### src/rtl/reg_shift_sipo_rx.sv
// Serial-in/parallel-out receive register: assembles WIDTH-bit words sampled on
// bit_en while din_valid frames the word, with a valid/ack output and sticky error flags.
module reg_shift_sipo_rx #(
  parameter int WIDTH     = 32,
  parameter bit MSB_FIRST = 1'b1
) (
  input  logic             clk,
  input  logic             reset,
  input  logic             bit_en,
  input  logic             din,
  input  logic             din_valid,
  input  logic             rd_ack,
  input  logic             err_clr,
  output logic [WIDTH-1:0] Dout,
  output logic             dout_valid,
  output logic             rx_done,
  output logic             rx_busy,
  output logic             overrun,
  output logic             frame_err
);

  localparam int CNT_W = $clog2(WIDTH) + 1;
  localparam logic [CNT_W-1:0] LAST_IDX = CNT_W'(WIDTH - 1);

  localparam logic [0:0] ST_IDLE = 1'b0;
  localparam logic [0:0] ST_RECV = 1'b1;

  logic [0:0]       state_q,      state_d;
  logic [WIDTH-1:0] shift_q,      shift_d;
  logic [CNT_W-1:0] cnt_q,        cnt_d;
  logic [WIDTH-1:0] dout_q,       dout_d;
  logic             dout_valid_q, dout_valid_d;
  logic             rx_done_q,    rx_done_d;
  logic             overrun_q,    overrun_d;
  logic             frame_err_q,  frame_err_d;
  logic [WIDTH-1:0] shifted;

  // MSB-first shifts left (new bit at LSB); LSB-first shifts right (new bit at MSB).
  function automatic logic [WIDTH-1:0] shift_in(input logic [WIDTH-1:0] cur, input logic b);
    if (MSB_FIRST) return {cur[WIDTH-2:0], b};
    else           return {b, cur[WIDTH-1:1]};
  endfunction

  assign shifted = shift_in(shift_q, din);

  always_comb begin
    // NOTE: every next-state signal takes its hold value first so no path leaves it
    // unassigned; otherwise synthesis infers a latch.
    state_d      = state_q;
    shift_d      = shift_q;
    cnt_d        = cnt_q;
    dout_d       = dout_q;
    dout_valid_d = dout_valid_q;
    rx_done_d    = 1'b0;
    overrun_d    = overrun_q;
    frame_err_d  = frame_err_q;

    if (rd_ack) dout_valid_d = 1'b0;
    // Clears come first so an error event later in this block overrides them.
    if (err_clr) begin
      overrun_d   = 1'b0;
      frame_err_d = 1'b0;
    end

    case (state_q)
      ST_IDLE: begin
        if (din_valid && bit_en) begin
          shift_d = shift_in('0, din);
          cnt_d   = CNT_W'(1);
          state_d = ST_RECV;
        end
      end
      ST_RECV: begin
        if (!din_valid) begin
          frame_err_d = 1'b1;
          shift_d     = '0;
          cnt_d       = '0;
          state_d     = ST_IDLE;
        end else if (bit_en) begin
          if (cnt_q == LAST_IDX) begin
            shift_d = '0;
            cnt_d   = '0;
            state_d = ST_IDLE;
            // An ack in the completion cycle frees the holding register for this word.
            if (!dout_valid_q || rd_ack) begin
              dout_d       = shifted;
              dout_valid_d = 1'b1;
              rx_done_d    = 1'b1;
            end else begin
              overrun_d = 1'b1;
            end
          end else begin
            shift_d = shifted;
            cnt_d   = cnt_q + CNT_W'(1);
          end
        end
      end
      default: state_d = ST_IDLE;
    endcase
  end

  // NOTE: state registers use non-blocking assignments so every flop samples the
  // pre-edge values, independent of statement order.
  always_ff @(posedge clk) begin
    if (!reset) begin
      state_q      <= ST_IDLE;
      shift_q      <= '0;
      cnt_q        <= '0;
      dout_q       <= '0;
      dout_valid_q <= 1'b0;
      rx_done_q    <= 1'b0;
      overrun_q    <= 1'b0;
      frame_err_q  <= 1'b0;
    end else begin
      state_q      <= state_d;
      shift_q      <= shift_d;
      cnt_q        <= cnt_d;
      dout_q       <= dout_d;
      dout_valid_q <= dout_valid_d;
      rx_done_q    <= rx_done_d;
      overrun_q    <= overrun_d;
      frame_err_q  <= frame_err_d;
    end
  end

  assign Dout       = dout_q;
  assign dout_valid = dout_valid_q;
  assign rx_done    = rx_done_q;
  assign rx_busy    = (state_q == ST_RECV);
  assign overrun    = overrun_q;
  assign frame_err  = frame_err_q;

endmodule

### config.mk
export PLATFORM = sky130hd
export DESIGN_NAME = reg_shift_sipo_rx
export DESIGN_NICKNAME = d
export VERILOG_FILES = /design/src/rtl/reg_shift_sipo_rx.sv
export SDC_FILE = /design/constraint.sdc
export NUM_CORES = 1
export LEC_CHECK = 0
export CAP_MARGIN = 20
export CORE_UTILIZATION = 55
export DETAILED_ROUTE_END_ITERATION = 16
export MAX_ROUTING_LAYER = met4
export PLACE_DENSITY = 0.8
export SKIP_LAST_GASP = 1
export SYNTH_ARGS = -nofsm -noshare
export SYNTH_HDL_FRONTEND = slang
export SYNTH_SLANG_ARGS = --single-unit
### constraint.sdc
create_clock -name clk -period 4.8 [get_ports clk]
set_clock_uncertainty 0.05 [all_clocks]
set_input_delay 0.96 -clock clk [delete_from_list [all_inputs] [get_ports clk]]
set_output_delay 0.96 -clock clk [all_outputs]
set_load 0.01 [all_outputs]
==> results_dict.tcl <==
set metrics [dict create \
    area_delta_synth_final_pct 18.5 \
    start_util_pct 58.8 \
    die_h_um 76.8 \
    htreeDepth 3 \
    dr.pass1.iters 5 \
    hp-start "Dout[22]$_SDFFE_PN0P_" \
    hold_class "flip-flop to flip-flop" \
    netlist.area_leader.share_pct 48.1 \
    synth_compound_area_share_pct 18.1 \
    cts_setup_buffers 0 \
    netlist_area_mm2 0.00308 \
    yosys.area_share.adder_pct 0.406 \
    cts_buffers 9 \
    drive_gt1_share_pct 16.4 \
    overflow 0 \
    fin_ws_ns 1.98 \
    place_area_mm2 0.00342 \
    core_area_mm2 0.00524 \
    hold_viol 0 \
    reg2reg_from "cnt_q[0]$_SDFFE_PN0P_" \
    grt_pass1_vias 2197 \
    slew_viol_final 0 \
    numPortBuffers 43 \
    drv_cap 0 \
    grt_pass1_wl_um 9790 \
    wl_per_cell_um 13.0 \
    synth_top_area_cell "dfxtp_1" \
    ys_ff_latch 74 \
    diodes 0 \
    synth_warnings 0 \
    vias 2397 \
    wirelength_um 5650 \
    cp_data_arrival_time_ns 3.05 \
    place.gp.congestion 0.773 \
    setup_viol 0 \
    finalSetupTns_ns 0 \
    final.period_utilization_pct 58.7 \
    period_needed_ns 2.82 \
    place_hpwl_um 3490 \
    ys_top_cells_by_count "dfxtp_1 (74), nand2_1 (55), nand3_1 (33), o21ai_0 (25), nand3_2 (19)" \
    synth.distinct_cells 38 \
    critPathMaxFanout 13 \
    async_reset_ff_share_pct 0 \
    cts_tree "built" \
    viasPerCell 5.51 \
    hold_buffers 0 \
    final_area_mm2 0.00365 \
    cp_slowest_cell "a21oi_1" \
    required_ns 5.03 \
    yosys.area_share.simple_pct 25.7 \
    yosys-top-cells-area "dfxtp_1 (48%), nand2_1 (6.7%), nand3_2 (6.2%), nand3_1 (5.4%), o21ai_2 (5.1%)" \
    clkTransAtPathRegs_ns 0.07 \
    ys.flop_type "dfxtp_1" \
    synthMuxAreaShare_pct 0.487 \
    crit_path_max_incr_delay_ns 0.78 \
    synth_cells 333 \
    nets 368 \
    max_slew_margin_pct 36.1 \
    path_class "input port to flip-flop" \
    status "completed" \
    synth_edf_count 0 \
    grt_setup_unrepaired "false" \
    die_x_um 76.8 \
    total_power_uw 1210 \
    vdd_drop_max_mv 0.213 \
    start_kind "input port" \
    ios 44 \
    clock_latency_ns 0.34 \
    synth_nets 341 \
    place_ws_ns 1.64 \
    path_cells "clkdlybuf4s50_1, nand3_4, a21oi_1, a22oi_1, nor2b_1" \
    fmax_mhz 355 \
    synthMostInstantiatedCell "dfxtp_1" \
    die_area_mm2 0.00590 \
    cts_root_buffer "clkbuf_8" \
    clock-sinks 74 \
    avgSynthCellArea_um2 9.25 \
    synth_top_family_by_area "simple AND/OR/NAND/NOR gates" \
    antenna_found_initial 0 \
    hold_ws_ns 0.403 \
    grt_max_degree 61 \
    power_density_mw_per_mm2 331 \
    grt_usage_pct 21.5 \
    leakagePower_uw 0.00119 \
    route.detailed.drc 0 \
    ys_seq_area_share_pct 48.1 \
    worst_slew_pin_slew_ns 0.959 \
    clock_path_buffers 2 \
    first_iter_violations 241 \
    row_count 26 \
    cts_resized 0 \
    crit_path_start "din_valid" \
    synth_xor_area_share_pct 0.569 \
    drt.antenna.violating_nets 0 \
    endpoint_kind "flip-flop" \
]
## sequential cells by signal, indices dropped and copies added, names as in the netlist
register,cells
Dout,32
cnt_q,6
dout_valid,1
frame_err,1
overrun,1
rx_busy,1
rx_done,1
shift_q,31
## cell families after synthesis
kind of cell	Yosys count
mux	1
flops	74
buf+inv	32
xor+xnor	2
simple gates	140
compound gates	83
fa+ha+maj	1
## metal layers
metal / vias to the layer above / GRT usage (%) / wire, um
li1: 1209 / - / -
met1: 1123 / 24.9 / 2690
met2: 51 / 34.6 / 2600
met3: 14 / 4.52 / 217
met4: 0 / 12.1 / 136
met5: - / - / 0
## report_power, final
part / internal [uW] / leakage (uW) / total [uW] / switching [uW]
logic: 13.6 / 0.000474 / 45.9 / 32.3
registers: 615 / 0.000596 / 619 / 3.22
clock network: 321 / 0.000117 / 542 / 221
## path summary, 6_finish.rpt
check	endpoint	slack (ns)	cells after the start
min	Dout[22]$_SDFFE_PN0P_	0.40	2
max reg2reg	shift_q[5]$_SDFFE_PN0P_	2.68	5
max	shift_q[21]$_SDFFE_PN0P_	1.98	5
min reg2reg	Dout[22]$_SDFFE_PN0P_	0.40	2
## critical path: cells and delay by family
kind                   cells  cell delay, ns
AO/OA/AOI/OAI              2            0.99
buffers and inverters      1            0.75
AND/OR/NAND/NOR            2            0.34
## layout by cell type, fill, tap and decap left out, types with 2 or more instances in the layout
master / netlist / layout
dfxtp_1: 74 / 74
nand2_1: 55 / 55
clkdlybuf4s50_1: 0 / 42
nand3_1: 33 / 33
o21ai_0: 25 / 25
nand3_2: 19 / 19
o21ai_2: 18 / 18
nor2b_1: 16 / 16
a22oi_1: 13 / 13
clkbuf_8: 0 / 11
o21ai_1: 10 / 10
a21oi_1: 6 / 6
nand2b_1: 4 / 4
buf_4: 4 / 4
nor2_1: 3 / 3
a21boi_0: 3 / 3
and3_1: 2 / 2
nand4_1: 2 / 2
xor2_1: 2 / 2
o21a_1: 2 / 2
inv_1: 2 / 2
o211ai_1: 2 / 2
bufinv_16: 0 / 2
## through the flow
stage / utilization [%] / cells
2_1_floorplan: - / 333
3_3_place_gp: 65.3 / 419
3_5_place_dp: 65.3 / 419
4_1_cts: 69.7 / 435
5_1_grt: 69.7 / 435
6_report: 69.7 / 435
## layout make-up
class,instances,area [um2]
clock inverter,4,73.8
sequential,74,1480
timing repair buffer,46,450
fill,437,1590
inverter,2,7.51
clock buffer,12,155
tap,70,87.6
multi-input combinational,227,1390
Power figures use the tool's default switching activity.
